**src/rtl/noc_arb_pkg.sv**
```systemverilog
// Shared types and helpers for the router output-port switch arbiter.
// Port index constants follow the router's local/N/E/S/W ordering.
package noc_arb_pkg;

  typedef enum logic [0:0] {
    IDLE   = 1'b0,
    LOCKED = 1'b1
  } arb_state_t;

  localparam int PORT_LOCAL = 0;
  localparam int PORT_N     = 1;
  localparam int PORT_E     = 2;
  localparam int PORT_S     = 3;
  localparam int PORT_W     = 4;

  // (base + off) mod n, valid for base < n and off < n; avoids a divider
  // when n is not a power of two.
  function automatic int wrap_idx(input int base, input int off, input int n);
    int s;
    s = base + off;
    if (s >= n) s = s - n;
    return s;
  endfunction

endpackage

```
**src/rtl/rr_pick.sv**
```systemverilog
// Combinational rotate-then-find-first picker: first requester at or after
// ptr_i, wrapping to index 0. RR_MODE=0 searches from index 0 only.
module rr_pick
  import noc_arb_pkg::*;
#(
  parameter int N_PORTS = 5,
  parameter int IDX_W   = $clog2(N_PORTS),
  parameter bit RR_MODE = 1'b1
) (
  input  logic [N_PORTS-1:0] req_i,
  input  logic [IDX_W-1:0]   ptr_i,
  output logic [N_PORTS-1:0] win_o,
  output logic [IDX_W-1:0]   win_idx_o,
  output logic               any_o
);

  logic [IDX_W-1:0]   base;
  logic [N_PORTS-1:0] rot;
  int                 j;

  assign base  = RR_MODE ? ptr_i : '0;
  assign any_o = |req_i;

  always_comb begin
    rot       = '0;
    win_o     = '0;
    win_idx_o = '0;
    j         = 0;
    for (int k = 0; k < N_PORTS; k++) begin
      rot[k] = req_i[wrap_idx(int'(base), k, N_PORTS)];
    end
    // Walk downwards so the lowest rotated position overwrites last.
    for (int k = N_PORTS - 1; k >= 0; k--) begin
      if (rot[k]) begin
        j         = wrap_idx(int'(base), k, N_PORTS);
        win_idx_o = IDX_W'(j);
        win_o     = '0;
        win_o[j]  = 1'b1;
      end
    end
  end

endmodule

```
**src/rtl/rr_port_arbiter.sv**
```systemverilog
// Per-output-port wormhole switch arbiter: grants one input for a whole
// packet (head to tail), then rotates priority past the served port.
module rr_port_arbiter
  import noc_arb_pkg::*;
#(
  parameter int N_PORTS      = 5,
  parameter int IDX_W        = $clog2(N_PORTS),
  parameter bit RR_MODE      = 1'b1,
  parameter int HOLD_TIMEOUT = 0,
  parameter int TO_W         = 8
) (
  input  logic               clk,
  input  logic               rst,
  input  logic [N_PORTS-1:0] req,
  input  logic [N_PORTS-1:0] tail,
  input  logic               out_ready,
  output logic [N_PORTS-1:0] grant,
  output logic               grant_valid,
  output logic [IDX_W-1:0]   grant_idx,
  output logic               fire,
  output arb_state_t         state_dbg,
  output logic [IDX_W-1:0]   ptr_dbg
);

  // Handshake: a flit moves on any cycle where the granted port requests
  // and out_ready is high (fire); neither side waits on the other's level.

  arb_state_t         state_q, state_d;
  logic [IDX_W-1:0]   ptr_q, ptr_d;
  logic [TO_W-1:0]    stall_q, stall_d;
  logic [N_PORTS-1:0] grant_q, grant_d;
  logic [IDX_W-1:0]   idx_q, idx_d;

  logic [N_PORTS-1:0] pick_win;
  logic [IDX_W-1:0]   pick_idx;
  logic               pick_any;
  logic               req_gnt;
  logic               release_c;

  rr_pick #(
    .N_PORTS (N_PORTS),
    .IDX_W   (IDX_W),
    .RR_MODE (RR_MODE)
  ) u_pick (
    .req_i     (req),
    .ptr_i     (ptr_q),
    .win_o     (pick_win),
    .win_idx_o (pick_idx),
    .any_o     (pick_any)
  );

  assign req_gnt     = req[idx_q];
  assign grant       = grant_q;
  assign grant_valid = |grant_q;
  assign grant_idx   = idx_q;
  assign fire        = grant_valid & req_gnt & out_ready;
  assign state_dbg   = state_q;
  assign ptr_dbg     = ptr_q;

  always_comb begin
    state_d   = state_q;
    ptr_d     = ptr_q;
    stall_d   = stall_q;
    grant_d   = grant_q;
    idx_d     = idx_q;
    release_c = 1'b0;
    unique case (state_q)
      IDLE: begin
        if (pick_any) begin
          grant_d = pick_win;
          idx_d   = pick_idx;
          stall_d = '0;
          state_d = LOCKED;
        end
      end
      LOCKED: begin
        if (fire && tail[idx_q]) begin
          release_c = 1'b1;
        end else if (!req_gnt) begin
          // Upstream ran dry mid-packet; optionally give up the lock.
          if (HOLD_TIMEOUT != 0 && stall_q == TO_W'(HOLD_TIMEOUT - 1)) begin
            release_c = 1'b1;
          end else begin
            stall_d = stall_q + 1'b1;
          end
        end else begin
          stall_d = '0;
        end
        if (release_c) begin
          grant_d = '0;
          idx_d   = '0;
          stall_d = '0;
          state_d = IDLE;
          if (RR_MODE) begin
            ptr_d = (idx_q == IDX_W'(N_PORTS - 1)) ? '0 : idx_q + 1'b1;
          end
        end
      end
      default: state_d = IDLE;
    endcase
  end

  always_ff @(posedge clk) begin
    if (rst) begin
      state_q <= IDLE;
      ptr_q   <= '0;
      stall_q <= '0;
      grant_q <= '0;
      idx_q   <= '0;
    end else begin
      state_q <= state_d;
      ptr_q   <= ptr_d;
      stall_q <= stall_d;
      grant_q <= grant_d;
      idx_q   <= idx_d;
    end
  end

endmodule

```
**config.mk**
```make
export PLATFORM = sky130hd
export DESIGN_NAME = rr_port_arbiter
export DESIGN_NICKNAME = d
export VERILOG_FILES = /design/src/rtl/noc_arb_pkg.sv /design/src/rtl/rr_pick.sv /design/src/rtl/rr_port_arbiter.sv
export SDC_FILE = /design/constraint.sdc
export NUM_CORES = 1
export LEC_CHECK = 0
export CAP_MARGIN = 20
export CORE_ASPECT_RATIO = 2
export CORE_MARGIN = 1.5
export CORE_UTILIZATION = 45
export CTS_BUF_LIST = sky130_fd_sc_hd__clkbuf_4 sky130_fd_sc_hd__clkbuf_8
export DETAILED_ROUTE_END_ITERATION = 12
export PLACE_DENSITY = 0.78
export SLEW_MARGIN = 5
export SYNTH_ARGS = -nofsm -noshare
export SYNTH_HDL_FRONTEND = slang
export SYNTH_SLANG_ARGS = --single-unit
```
**constraint.sdc**
```tcl
create_clock -name clk -period 4.1 [get_ports clk]
set_clock_uncertainty 0.1 [all_clocks]
set_input_delay 0.82 -clock clk [delete_from_list [all_inputs] [get_ports clk]]
set_output_delay 0.82 -clock clk [all_outputs]
set_load 0.02 [all_outputs]
```
== Word level (Yosys, flattened, before mapping) ==
Index checks and enable logic that the tools add are counted.
Word-level totals
  bits in registers: 12
  input port bits: 13
  output and inout port bits: 14
  logic and storage cells: 112
Cells by class
  add/subtract/negate cells: 10
  order comparisons: 21
  eq/ne operators: 3
  mux-type cells: 61
  bitwise operators: 3
  reduce and logical (&&, ||, !) cells: 10
Operator list (number)
  32-bit by 5-bit < comparator with 1-bit output (second input constant): 10
  32-bit 2-to-1 mux: 10
  32-bit by 1-bit greater-or-equal comparator with 1-bit output (second input constant): 5
  32-bit by 4-bit greater-or-equal comparator with 1-bit output (second input constant): 4
  32-bit by 4-bit subtractor with 32-bit output (second input constant): 4
  5-bit 2-to-1 mux: 7
  3-bit 2-to-1 mux: 8
  1-bit binary-select mux with 3-bit select: 7
  1-bit 2-to-1 mux: 21
  1-bit demux with 3-bit select: 5
  5-bit one-hot mux with 2 select lines: 1
  5-bit OR reduction: 2
  3-bit by 2-bit adder with 4-bit output (second input constant): 2
  1-bit logical AND: 6
  3-bit one-hot mux with 2 select lines: 1
  3-bit by 1-bit adder with 4-bit output (second input constant): 1
  3-bit by 3-bit adder with 4-bit output (second input constant): 1
  3-bit by 4-bit < comparator with 1-bit output (second input constant): 1
  2-bit AND reduction: 2
  3-bit by 3-bit subtractor with 4-bit output (second input constant): 1
  3-bit by 1-bit adder with 3-bit output (second input constant): 1
  3-bit equality test (second input constant): 1
  3-bit greater-or-equal comparator (second input constant): 1
  1-bit AND: 2
  other kinds (4): 4

== Logic depth before layout (Yosys ltp) ==
Gate-level depths: netlist of run 1.
  depth in word-level cells: 18
  depth in mapped cells: 14
  depth with buffers taken out: 12

== By module ==
Synthesis of run 1 repeated with hierarchy kept, for this count alone.
Unflattened totals
  cells, all modules: 340
  area, all modules: 2592.5 sq um
Modules (own cells, without submodules)
  rr_pick: instances 1, cells each 264, area an instance 1891.8 sq um
  rr_port_arbiter: instances 1, cells each 76, area an instance 700.7 sq um

== Worst setup path after synthesis of run 1 ==
Ideal clock, no wire load.
  path kind: register to register
  start point: register ptr_q[2] (netlist: ptr_dbg[2])
  end point: register grant_q[1] (netlist: grant[1])
  library setup time: 115 ps
  arrival time: 3317 ps
  data required time: 3885 ps
  path slack: 569 ps
  stages on the path, launching flop included: 13
  period minus slack after synthesis: 3531 ps
  cell sequence: dfxtp_1 -> buf_4 -> clkbuf_1 -> inv_1 -> ha_1 -> and2_4 -> o2bb2ai_4 -> a221o_1 -> a31o_1 -> buf_6 -> and3_1 -> o311a_1 -> o21a_1
Between the ends
  word-level cells in the longest chain between the ends: 15
  elaborated cells between the ends (all ways): 71
  classes of those cells: 9 x add/sub; 15 x order compare; 42 x mux; 5 x reduce/logical
RTL lines
  start, declared: line rr_port_arbiter.sv:29  | logic [IDX_W-1:0] ptr_q, ptr_d;
  start signal, assigned: line rr_port_arbiter.sv:112  | ptr_q <= ptr_d;
  3-bit by 3-bit adder with 4-bit output: line noc_arb_pkg.sv:20  | s = base + off;
  32-bit by 4-bit subtractor with 32-bit output or 32-bit by 4-bit greater-or-equal comparator with 1-bit output (tied branches): line noc_arb_pkg.sv:21  | if (s >= n) s = s - n;
  32-bit 2-to-1 mux: line noc_arb_pkg.sv:21
  32-bit 2-to-1 mux: line rr_pick.sv:34  | if (rot[k]) begin
  32-bit by 1-bit greater-or-equal comparator with 1-bit output (implied by the code) or 32-bit by 5-bit < comparator with 1-bit output (tied branches): line rr_pick.sv:38  | win_o[j] = 1'b1;
  1-bit logical AND (implied by the code): line rr_pick.sv:38
  1-bit 2-to-1 mux (implied by the code): line rr_pick.sv:38
  1-bit demux with 3-bit select
  5-bit 2-to-1 mux (4 in series): line rr_pick.sv:34
  5-bit 2-to-1 mux *: line rr_pick.sv:34
  5-bit 2-to-1 mux *: line rr_port_arbiter.sv:69  | if (pick_any) begin
  5-bit one-hot mux with 2 select lines *: line rr_port_arbiter.sv:67  | unique case (state_q)
  end signal, assigned: line rr_port_arbiter.sv:114  | grant_q <= grant_d;
  end, declared: line rr_port_arbiter.sv:31  | logic [N_PORTS-1:0] grant_q, grant_d;
Every way passes the cells marked *; elsewhere a longest branch is shown, timed or not. The select of a mux whose other input is x is not followed.
A chain may end at the register's enable or synchronous reset.

== Worst setup path in the final report of run 1 ==
  start point: input req[1]
  end point: output fire
Between the ends
  word-level cells in the longest chain between the ends: 4
RTL lines
  start, declared: line rr_port_arbiter.sv:14  | input logic [N_PORTS-1:0] req,
  1-bit binary-select mux with 3-bit select: line rr_port_arbiter.sv:52  | assign req_gnt = req[idx_q];
  1-bit 2-to-1 mux (implied by the code): line rr_port_arbiter.sv:52
  1-bit AND (2 in series): line rr_port_arbiter.sv:56  | assign fire = grant_valid & req_gnt & out_ready;
  end, declared: line rr_port_arbiter.sv:20  | output logic fire,
Every way passes these cells. The select of a mux whose other input is x is not followed.

==> run metrics, run 1 <==
part of the cycle the worst path needs 0.860; Synth Area in Compound Gates 0.378; Syn Area/Cell between 7 and 8 µm²; asr flop ratio synth 0; FF/Latch Area approximately 240 µm²; syn_nets about 380; CTS buffer count 3; most common flop cell mapped by yosys dfxtp_1; Final Setup Violations 0; Setup crit start kind primary input; Via Count about 2.8k; Clock Latency Late Sink between 0.2 and 0.3 ns; gr usage total 0.269; vias in the first global route 2,884; CTS tree done; sequential area share after synthesis 0.0923; Syn. warnings 0; worst IR drop on VDD around 200 µV; pre-CTS worst setup slack approximately 0.57 ns; Reg clk slew, reported paths around 0.060 ns; Core ar. 5660 µm²; Root Buffer clkbuf_8; nets approximately 400; share of cells above drive strength 1 0.133; P&R area growth vs syn 12.8%; simple-gate share of the synthesized area 0.270; clk buf depth 2; crit-path max FO 3; Avg WL per Cell 19.6 µm; top-area cell type share of the netlist area 0.106; largest net degree at the start of global routing 36; Die H roughly 110 µm; Synth Area in XOR/XNOR 0.0197; Final Max Tran Viols 0; final instance area between 2000 and 3000 µm²; Post-Syn Area 2600 µm²; antenna-violating nets left 0; final setup margin 0.574 ns; cts repair resizes 0; cells after synthesis 341; area of the multi-input gates between 2000 and 2500 µm²; antenna violations before repair 0; Core Util, Final 0.519; number of vias per cell between 6 and 7; leakage 1.17 nW; hpwl dp approximately 6.4 mm; status finished clean; slew at the pin with the worst max-slew slack 0.698 ns; CTS H-tree depth 1; I/O Pins 27; die area 6280 µm²; Starting Density 0.460; post-synth top area cell ha_1; Synth Area in Adders 0.113; Max transition margin 0.533; gr ovfl total 0; max-cap viol count 0; data arrival time of the critical path 2.61 ns; Synth area leaders ha_1 (11%), dfxtp_1 (9.2%), a21oi_1 (5.2%); # port buffers 26; largest family of logic cells by synthesized area compound AO/OA/AOI/OAI gates; synth unique cells 85; Fmax about 280 MHz; type of the tightest min-delay check register to register; total clock sinks 12; # hold bufs at CTS 0; multiplexer share of the synthesized area 0.0495; Setup Fix Bufs, Post-CTS 0; WHS ~0.49 ns; Die Wd 56.8 µm; Pwr Density around 220 nW/µm²; Worst Path Required between 3 and 4 ns; DP Area slightly below 3000 µm²; Filler Cells Inserted around 560; Residual DRC 0; post-layout minimum cycle time between 3 and 4 ns; Critical Path Sink Type primary output; std cell rows 39; Seq cells post-synth 12; EDFF count, synth 0; setup TNS 0 ns; Antenna diodes 0; routability cong. 0.943; critical path class primary input to primary output; RSZ-0062 raised after global routing no; DR iter-0 viols roughly 180; total routed wirelength about 8.3 mm; Hold Fails Final Rpt 0; Detailed Routing Iterations Pass 1 4; first-pass GRT wire length 13.7 mm
-- where the power goes --
group	leakage, nW	internal, mW	switching, mW
Clock	0.0288	0.0850	0.0471
Combinational	1.04	0.161	0.219
Sequential	0.0983	0.128	0.0210
Total	1.17	0.374	0.287
-- critical path, stage by stage --
cell	delay [ns]
clkdlybuf4s50_1	0.42
mux2_4	0.30
a22o_1	0.23
o211a_2	0.29
clkdlybuf4s50_1	0.54
-- cell usage after synthesis, types with 4 or more instances --
master and count:
a211oi_1 11, o21a_1 4, a21o_1 6, buf_6 4, nor3b_1 4, ha_1 22, o21ai_0 15, nor3_1 9
and3_1 5, mux2i_1 8, a211o_1 4, inv_1 14, nand3_1 10, dfxtp_1 12, nand2_1 31, nand2b_1 8
a21oi_1 27, buf_2 8, nor2_1 22, nor2b_1 8, buf_4 6
-- worst paths after layout --
| check | depth (start not counted) | to | startpoint | slack (ns) |
|---|---|---|---|---|
| worst max-delay path | 5 | fire | req[1] | 0.57 |
| worst min-delay path | 2 | grant[0]$_SDFFE_PP0P_ | grant[0]$_SDFFE_PP0P_ | 0.49 |
| worst max register to register | 10 | grant[2]$_SDFFE_PP0P_ | ptr_dbg[1]$_SDFFE_PP0P_ | 0.76 |
| worst min register to register | 2 | grant[0]$_SDFFE_PP0P_ | grant[0]$_SDFFE_PP0P_ | 0.49 |
-- flip-flops by register name (all words and copies together) (netlist names) --
name       flops
grant          5
grant_idx      3
ptr_dbg        3
state_dbg      1
-- placed cells by master (no fill, tap or decap), types with 3 or more instances in the layout --
cell	netlist	routed
o21ai_1	3	3
nand2_1	31	31
nor2b_1	8	8
o21ai_0	15	15
ha_1	22	22
a21o_1	6	6
nand2b_1	8	8
or2_1	3	3
o211ai_1	3	3
dfxtp_1	12	12
a211oi_1	11	11
mux2i_1	8	8
a21oi_1	27	27
nor3_1	9	9
nor2_1	22	22
nand3_1	10	10
a22o_1	3	3
and3_1	5	5
inv_1	14	14
and4_1	3	3
a22oi_1	3	3
o31ai_1	3	3
nor3b_1	4	4
buf_4	6	11
clkbuf_8	0	4
nor4b_1	3	3
a211o_1	4	4
o21a_1	4	4
clkdlybuf4s50_1	0	26
a31oi_1	3	3
o311ai_1	3	3
xnor2_1	3	3
-- cells by family (layout without fill, tap and decap cells) --
kind of cell    Yosys count  after routing
simple gates            127            127
xor+xnor                  5              5
compound gates          125            125
flops                    12             12
mux                      12             12
buf+inv                  37             57
fa+ha+maj                23             23
-- stage by stage --
| step | instances | total power, mW |
|---|---|---|
| 5_1_grt | 422 | 0.701 |
| 2_1_floorplan | 341 | 0.422 |
| 6_report | 422 | 0.661 |
| 3_3_place_gp | 418 | 0.518 |
| 4_1_cts | 422 | 0.654 |
| 3_5_place_dp | 418 | 0.523 |
-- layout make-up --
type	instances	share of cell area
inverters	16	0.0205
clock buffers	4	0.0187
well taps	61	0.0260
flip-flops and latches	12	0.0818
multi-input cells	292	0.736
repair buffers	37	0.117
-- routing by layer --
metal	global-route usage	wire, µm	vias to the layer above
li1	-	-	1330
met1	0.287	3130	1332
met2	0.491	4340	110
met3	0.0234	326	38
met4	0.158	487	0
met5	0	0	-
Power figures use the tool's default switching activity.
==> run 2, diff against run 1 <==
--- a/config.mk
+++ b/config.mk
@@ -7,7 +7,7 @@
 export LEC_CHECK = 0
 export CAP_MARGIN = 20
 export CORE_ASPECT_RATIO = 2
-export CORE_MARGIN = 1.5
+export CORE_MARGIN = 2
 export CORE_UTILIZATION = 45
 export CTS_BUF_LIST = sky130_fd_sc_hd__clkbuf_4 sky130_fd_sc_hd__clkbuf_8
 export DETAILED_ROUTE_END_ITERATION = 12
==> run metrics, run 2 (synthesized netlist as in run 1, its figures left out) <==
type of the tightest min-delay check register to register; CP bufs+invs 2 (unchanged); data arrival time of the critical path 2.62 ns (about the same); total routed wirelength 8.24 mm (-0.54%); Top delay family on crit path buffers and inverters; routability cong. 0.943 (about the same); Max transition margin 0.500 (-0.0330); Core ar. 5660 µm² (unchanged); Root Buffer clkbuf_8; RSZ-0062 raised after global routing no; # hold bufs at CTS 0 (unchanged); cts repair resizes 0 (unchanged); number of flip-flops in the largest register 5 (unchanged); setup TNS 0 ns (unchanged); gr usage total 0.268 (-0.000863); DP Area 2880 µm² (unchanged); leakage 1.17 nW (about the same); CTS buffer count 3 (unchanged); Detailed Routing Iterations Pass 1 4 (unchanged); total clock sinks 12 (unchanged); Antenna diodes 0 (unchanged); # port buffers 26 (unchanged); largest net degree at the start of global routing 37 (+2.8%); final instance area 2940 µm² (unchanged); slew at the pin with the worst max-slew slack 0.747 ns (+0.0494 ns); P&R area growth vs syn 12.8% (unchanged); clk buf depth 2 (unchanged); Final Setup Violations 0 (unchanged); Reg clk slew, reported paths 0.05 ns (about the same); Die Wd 57.8 µm (+1.8%); Final Max Tran Viols 0 (unchanged); crit-path max FO 3 (unchanged); hold path startpoint grant[0]$_SDFFE_PP0P_; Fmax 283 MHz (-0.32%); Clock Latency Late Sink 0.25 ns (about the same); slowest CP cell clkdlybuf4s50_1; Avg WL per Cell 19.5 µm (-0.54%); first-pass GRT wire length 13.6 mm (-1.0%); worst IR drop on VDD 221 µV (+11%); CP Cell Sequence clkdlybuf4s50_1, mux2_4, a22o_1, o211a_2, clkdlybuf4s50_1; vias in the first global route 2,790 (-3.3%); CTS tree done; status finished clean; Setup crit start kind primary input; part of the cycle the worst path needs 0.863 (+0.00279); critical path startpoint req[1]; critical path class primary input to primary output; DR iter-0 viols 156 (-12%); most frequent cell on the critical path clkdlybuf4s50_1; std cell rows 39 (unchanged); max-cap viol count 0 (unchanged); gr ovfl total 0 (unchanged); Hold Fails Final Rpt 0 (unchanged); die area 6450 µm² (+2.7%); Worst Path Required 3.18 ns (about the same); CP max stage delay 0.54 ns (about the same); commonest non-fill, non-tap cell in the layout nand2_1; share of cells above drive strength 1 0.133 (unchanged); number of vias per cell 6.54 (-1.8%); nets 398 (unchanged); CTS H-tree depth 1 (unchanged); Die H 112 µm (+0.90%); Setup Fix Bufs, Post-CTS 0 (unchanged); post-layout minimum cycle time 3.54 ns (+0.0114 ns); antenna-violating nets left 0 (unchanged); Starting Density 0.460 (unchanged); Power Total 0.663 mW (+0.28%); Residual DRC 0 (unchanged); antenna violations before repair 0 (unchanged); RR Startpoint ptr_dbg[1]$_SDFFE_PP0P_; commonest non-fill, non-tap cells in the layout nand2_1 (31), a21oi_1 (27), clkdlybuf4s50_1 (26), nor2_1 (22), ha_1 (22); Critical Path Sink Type primary output; hpwl dp 6.59 mm (+2.5%); I/O Pins 27 (unchanged); Core Util, Final 0.519 (unchanged); Pwr Density 226 nW/µm² (+0.28%); Via Count 2,760 (-1.8%)
==> run 2: metal layers <==
layer  part of all wire  routed length [µm]  vias up  GRT usage
met5                  0                   0        -          0
met1               0.37                3010     1279      0.269
met3              0.039                 322       44     0.0279
met2               0.53                4360      108      0.490
met4              0.066                 546        0      0.181
li1                   -                   -     1329          -
==> run 2: stage by stage <==
stage	hold WS, ns	setup slack [ns]	std cells
2_1_floorplan	0.513	0.569	341
3_3_place_gp	0.462	0.578	418
3_5_place_dp	0.475	0.572	418
4_1_cts	0.484	0.571	422
5_1_grt	0.541	0.446	422
6_report	0.485	0.562	422
==> run 2: power by group <==
part | internal [mW] | switching (mW)
clock | 0.0852 | 0.0488
combinational | 0.162 | 0.219
sequential | 0.128 | 0.0206
total | 0.374 | 0.288
==> run 2: final timing paths <==
path | cells past startpoint | end | slack, ns
setup / recovery | 5 | fire | 0.56
hold / removal | 2 | grant[0]$_SDFFE_PP0P_ | 0.49
setup reg to reg | 11 | grant[4]$_SDFFE_PP0P_ | 0.71
hold reg to reg | 2 | grant[0]$_SDFFE_PP0P_ | 0.49
==> run 2: final cells by class <==
type	instances	area, µm²
clock buffers	4	55.1
fillers	545	2720
inverters	16	60.1
multi-input cells	292	2160
flip-flops and latches	12	240
well taps	61	76.3
repair buffers	37	343
==> run 2: worst reg2reg max path: stages, from the launching register on <==
cell and delay, ns:
dfxtp_1 0.31, inv_1 0.30, ha_1 0.33, inv_1 0.08
ha_1 0.30, a21oi_2 0.26, a221oi_1 0.13, a211o_1 0.37
a32oi_2 0.54, nor2_1 0.16, a211oi_1 0.28, a211oi_1 0.08
==> run 3, diff against run 2 <==
--- a/config.mk
+++ b/config.mk
@@ -5,6 +5,7 @@
 export SDC_FILE = /design/constraint.sdc
 export NUM_CORES = 1
 export LEC_CHECK = 0
+export ABC_CLOCK_PERIOD_IN_PS = 4100
 export CAP_MARGIN = 20
 export CORE_ASPECT_RATIO = 2
 export CORE_MARGIN = 2
@@ -12,6 +13,7 @@
 export CTS_BUF_LIST = sky130_fd_sc_hd__clkbuf_4 sky130_fd_sc_hd__clkbuf_8
 export DETAILED_ROUTE_END_ITERATION = 12
 export PLACE_DENSITY = 0.78
+export SETUP_SLACK_MARGIN = 0.05
 export SLEW_MARGIN = 5
 export SYNTH_ARGS = -nofsm -noshare
 export SYNTH_HDL_FRONTEND = slang
==> results of run 3 <==
Final layout, timing and power as in run 2 (identical DEF).
